--- src/rtl/lsu_ctrl.sv ---
// lsu_ctrl: single-port load/store unit controller.
// Turns byte/halfword/word accesses into word-indexed memory accesses.
// Sub-word stores use a read-modify-write pass, so memory only ever sees
// full-word writes. All outputs come straight from registers.
// The lane logic assumes 32-bit memory words (WL >= 32).
module lsu_ctrl #(
  parameter int WL = 32
) (
  input  logic          CLK,
  input  logic          RSTn,
  input  logic          REQ,
  input  logic          WE,
  input  logic [1:0]    SIZE,
  input  logic          SEXT,
  input  logic [WL-1:0] ADDR,
  input  logic [WL-1:0] WDATA,
  output logic          BUSY,
  output logic          DONE,
  output logic          ERR,
  output logic [WL-1:0] RDATA,
  output logic [WL-1:0] DMA,
  output logic          DMWE,
  output logic [WL-1:0] DMWD,
  input  logic [WL-1:0] DMRD
);

  typedef enum logic [2:0] {
    IDLE  = 3'd0,
    LOAD  = 3'd1,
    RMW   = 3'd2,
    STORE = 3'd3,
    RESP  = 3'd4
  } state_e;

  state_e        state_q;
  logic          busy_q, done_q, err_q, dmwe_q;
  logic [WL-1:0] rdata_q, dma_q, dmwd_q;

  // Request fields captured on the accept edge. The word part of the
  // address lives in dma_q; only the in-word byte offset is kept here.
  logic          we_q, sext_q;
  logic [1:0]    size_q, lo_q;
  logic [WL-1:0] wdata_q;

  logic          misaligned;
  logic [4:0]    bsh, hsh;
  logic [7:0]    lane_b;
  logic [15:0]   lane_h;
  logic [WL-1:0] bmask, hmask;
  logic [WL-1:0] load_d, merge_d;

  // Alignment check on the live request; decides the IDLE exit.
  always_comb begin
    misaligned = (SIZE == 2'b11) ||
                 ((SIZE == 2'b01) && ADDR[0]) ||
                 ((SIZE == 2'b10) && (ADDR[1:0] != 2'b00));
  end

  // Lane extraction for loads and lane merge for RMW, little-endian.
  always_comb begin
    bsh    = {lo_q, 3'b000};
    hsh    = {lo_q[1], 4'b0000};
    lane_b = 8'(DMRD >> bsh);
    lane_h = 16'(DMRD >> hsh);
    bmask  = WL'(8'hFF) << bsh;
    hmask  = WL'(16'hFFFF) << hsh;

    case (size_q)
      2'b00:   load_d = sext_q ? {{(WL-8){lane_b[7]}}, lane_b}
                               : {{(WL-8){1'b0}}, lane_b};
      2'b01:   load_d = sext_q ? {{(WL-16){lane_h[15]}}, lane_h}
                               : {{(WL-16){1'b0}}, lane_h};
      default: load_d = DMRD;
    endcase

    case (size_q)
      2'b00:   merge_d = (DMRD & ~bmask) | ((wdata_q << bsh) & bmask);
      2'b01:   merge_d = (DMRD & ~hmask) | ((wdata_q << hsh) & hmask);
      default: merge_d = DMRD;
    endcase
  end

  // Controller FSM; status strobes are registered alongside the state so
  // they line up with it and reset drops them immediately.
  always_ff @(posedge CLK or negedge RSTn) begin
    if (!RSTn) begin
      state_q <= IDLE;
      busy_q  <= 1'b0;
      done_q  <= 1'b0;
      err_q   <= 1'b0;
      dmwe_q  <= 1'b0;
      rdata_q <= '0;
      dma_q   <= '0;
      dmwd_q  <= '0;
      we_q    <= 1'b0;
      sext_q  <= 1'b0;
      size_q  <= 2'b00;
      lo_q    <= 2'b00;
      wdata_q <= '0;
    end else begin
      done_q <= 1'b0;
      err_q  <= 1'b0;
      dmwe_q <= 1'b0;
      case (state_q)
        IDLE: begin
          if (REQ) begin
            we_q    <= WE;
            sext_q  <= SEXT;
            size_q  <= SIZE;
            lo_q    <= ADDR[1:0];
            wdata_q <= WDATA;
            dma_q   <= {2'b00, ADDR[WL-1:2]};
            busy_q  <= 1'b1;
            if (misaligned) begin
              state_q <= RESP;
              done_q  <= 1'b1;
              err_q   <= 1'b1;
            end else if (!WE) begin
              state_q <= LOAD;
            end else if (SIZE == 2'b10) begin
              state_q <= STORE;
              dmwd_q  <= WDATA;
              dmwe_q  <= 1'b1;
            end else begin
              state_q <= RMW;
            end
          end
        end
        LOAD: begin
          if (!we_q) rdata_q <= load_d;
          state_q <= RESP;
          done_q  <= 1'b1;
        end
        RMW: begin
          dmwd_q  <= merge_d;
          state_q <= STORE;
          dmwe_q  <= 1'b1;
        end
        STORE: begin
          state_q <= RESP;
          done_q  <= 1'b1;
        end
        RESP: begin
          state_q <= IDLE;
          busy_q  <= 1'b0;
        end
        default: begin
          state_q <= IDLE;
          busy_q  <= 1'b0;
        end
      endcase
    end
  end

  assign BUSY  = busy_q;
  assign DONE  = done_q;
  assign ERR   = err_q;
  assign DMWE  = dmwe_q;
  assign RDATA = rdata_q;
  assign DMA   = dma_q;
  assign DMWD  = dmwd_q;

endmodule

--- config.mk ---
export PLATFORM = sky130hd
export DESIGN_NAME = lsu_ctrl
export DESIGN_NICKNAME = d
export VERILOG_FILES = /design/src/rtl/lsu_ctrl.sv
export SDC_FILE = /design/constraint.sdc
export NUM_CORES = 1
export LEC_CHECK = 0
export BUFFER_PORTS_ARGS = -buffer_cell sky130_fd_sc_hd__buf_2
export CAP_MARGIN = 20
export CELL_PAD_IN_SITES_DETAIL_PLACEMENT = 0
export CELL_PAD_IN_SITES_GLOBAL_PLACEMENT = 2
export CORE_ASPECT_RATIO = 0.75
export CORE_MARGIN = 1.5
export CORE_UTILIZATION = 29
export CTS_BUF_LIST = sky130_fd_sc_hd__clkbuf_8
export CTS_CLUSTER_DIAMETER = 80
export CTS_CLUSTER_SIZE = 28
export DETAILED_ROUTE_END_ITERATION = 8
export HOLD_SLACK_MARGIN = 0.03
export PLACE_DENSITY_LB_ADDON = 0.1
export RECOVER_POWER = 50
export SYNTH_ARGS = -nofsm -noshare
export SYNTH_HDL_FRONTEND = slang
export SYNTH_SLANG_ARGS = --single-unit
--- constraint.sdc ---
create_clock -name CLK -period 1.7 [get_ports CLK]
set_input_delay 0.425 -clock CLK [delete_from_list [all_inputs] [get_ports CLK]]
set_output_delay 0.425 -clock CLK [all_outputs]
set_load 0.02 [all_outputs]
==> impl_metrics.toml <==
[worst_setup_path]
worst-r2r-cell-count = 5
worstPathCellList = "buf_4 -> or3b_2 -> o22ai_2 -> a21oi_4 -> a21oi_1"
endpoint = "RDATA[11]"
reg2reg_slack_ps = 40
cp.required_ps = 2060
worst_setup_path_start_kind = "register"
cp-startpoint = "size_q[1]"
r2r_end = "RDATA[11]"
arrival_ps = 2020
critical_path_class = "reg -> reg"
max_stage_delay_ps = 480
slowest_stage = "or3b_2"
timing.rr.start = "size_q[1]"
end_kind = "register"
path_max_fanout = 8

[synthesis]
yosysWarningCount = 0
yosysSeqAreaShare_pct = 51.03
syn_area_um2 = 6032
synth-edff-count = 0
ys_types = 39
synth-seq-cells = 123
synthCells = 532
async_reset_ff_share_pct = 100.0
synthFlopType = "dfrtp_1"
syn_avg_cell_area_um2 = 11.34

[route]
first_pass_iters = 7
highest_layer = "met4"
viasPerCell = 4.969
wl_um = 20330
routedWlPerCell_um = 19.48
met3_length_um = 968
vias = 5188
drt-initial-drc-count = 353
drc_errors = 0
wl_met1_um = 10060
antenna_left = 0
wl_met2_um = 9053

[min_path]
hp-class = "in -> reg"
hold_depth = 3

[pwr]
p_sw_share_pct = 43.23
internal_power_mw = 9.123
totalPowerFinal_mw = 16.07
vdd_ir_drop_max_uv = 646.2
clkPwrFrac_pct = 15.4
power.leakage_nw = 3.877
seq_power_share_pct = 33.9
comb_power_share_pct = 50.6
switching_power_mw = 6.948
powerDensity_nw_per_um2 = 2009

[cells_and_area]
final_cell_mix = "158 x buf_2, 122 x dfrtp_1, 64 x nand3_1"
drive_gt1_share_pct = 40.55
area_delta_synth_final_pct = 32.65
fin_util_pct = 39.37
finalNetCount = 853
finalNonFillerCells = 1044
mostFrequentLayoutCell = "buf_2"
n_antenna_cell = 0

[die]
dieArea_um2 = 21680
io_pins = 203
die_x_um = 169.5
initial_core_util_pct = 29.68
core_um2 = 20330
die_height_um = 127.9
rows = 45

[placed_design]
dp_hpwl_um = 15480
port_buffers = 200
post-place-cells = 1012
gp_congestion = 0.8169

[clock_network]
cts_made_buffers = 17
clk_latency_ps = 440
clkSinkCount = 123
clk_path_buf_depth = 2
cts.clk_slew.worst_paths_ps = 70
ctsRootBufferMaster = "clkbuf_8"
h-tree-depth = 4
cts_tree = "built"

[grt]
grtUsageTotal_pct = 19.43
grt_pass1_vias = 5234
grt-ovfl-total = 0
grt_antenna_before_repair = 0
grt_start_max_net_pins = 51
grt_pass1_wl_um = 31350

[timing]
rsz0062_at_grt = "false"
tightest_slew_ps = 672.6
slew_headroom_pct = 55.16
period_needed_ps = 1658
setup_violations = 0
max_freq_mhz = 603.2
fin_worst_skew_ps = 11.44
fin_crit_sh_pct = 97.52
finalHoldViolations = 0
tns_ps = 0
slew_viol_final = 0

[run_status]
status = "completed"

[flow_run]
drv_cap = 0
power by group through the flow:
stage / logic, mW / registers (mW) / clock network, mW
floorplan: 3.96 / 6.56 / 0
global placement: 8.20 / 5.43 / 0
detailed placement: 8.23 / 5.50 / 0
CTS: 8.30 / 5.46 / 2.56
global route: 8.81 / 5.67 / 2.71
finish: 8.14 / 5.45 / 2.48
final cells by class:
cell class	instances	area (µm²)
fillers	2058	12320
multi-input cells	362	2794
repair buffers	242	1388
flip-flops and latches	123	3079
clock buffers	20	275.3
inverters	4	15.01
clock inverters	11	97.59
well taps	282	352.8
state kept, by name (all words and copies together), names as in the netlist, 2 cells and up:
signal,flops
DMA,30
DMWD,32
RDATA,32
wdata_q,16
state_q,3
size_q,2
lo_q,2
worst min path at each step:
stage	from	end	slack (ps)
4_1_cts	WDATA[7]	wdata_q[7]	180
3_3_place_gp	RSTn	DMA[2]	370
6_report	WDATA[7]	wdata_q[7]	200
3_5_place_dp	RSTn	DMA[2]	380
2_1_floorplan	RSTn	BUSY	130
5_1_grt	ADDR[3]	DMA[1]	190
kinds of logic after synthesis:
group	count (synthesis)	share of synthesized area (%)
AOI/OAI and AO/OA	99	12.82
other	1	0.06217
and+or+nand+nor	141	11.28
muxes	120	21.22
DFF	123	51.03
buffers and inverters	48	3.588
layer usage:
metal / track usage [%] / up-vias
met2: 29.22 / 173
met3: 3.581 / 18
met5: 0 / -
li1: - / 2414
met1: 28.44 / 2583
met4: 5.518 / 0
cell usage after synthesis (all sizes together), types with 2 or more instances:
| cell type | count | share of area (%) |
|---|---|---|
| a22oi | 10 | 1.2 |
| o21ai | 7 | 0.64 |
| inv | 4 | 0.25 |
| nor2b | 2 | 0.21 |
| nand3 | 64 | 5.3 |
| a32oi | 7 | 1.0 |
| a221o | 15 | 2.5 |
| clkbuf | 15 | 0.93 |
| o22a | 2 | 0.29 |
| mux2 | 63 | 12 |
| a31oi | 2 | 0.21 |
| nand2b | 5 | 0.52 |
| nor3 | 5 | 0.58 |
| or3 | 3 | 0.31 |
| a22o | 16 | 2.3 |
| mux2i | 57 | 9.5 |
| o211ai | 17 | 2.1 |
| dfrtp | 123 | 51 |
| a21oi | 14 | 1.2 |
| nand2 | 23 | 1.4 |
| a2bb2oi | 7 | 1.0 |
| nor2 | 31 | 2.0 |
| or2 | 2 | 0.21 |
| buf | 29 | 2.4 |
worst max-delay path: cells and delay by family (launching register included):
family	cells	cell delay, ps
AOI/OAI and AO/OA	3	500
buffers and inverters	1	160
DFF	1	440
and+or+nand+nor	1	480
what timing repair did:
item	in CTS	in global routing
setup endpoints to repair	8	32
hold endpoints to repair	20	0
cloned	0	0
gates resized for setup	3	9
hold buffers	1	0
buffers inserted	0	0
stage by stage:
| step | hold slack, ps | worst slack (ps) | instance area (µm²) |
|---|---|---|---|
| floorplan | 129.4 | 27.89 | 6037 |
| global placement | 371.6 | 16.18 | 7657 |
| detailed placement | 384.1 | -33.77 | 7657 |
| CTS | 179.9 | 1.337 | 8059 |
| global route | 186.4 | 4.406 | 8001 |
| finish | 200.0 | 42.11 | 8001 |
Note: power is estimated with default switching activity, not from simulation.
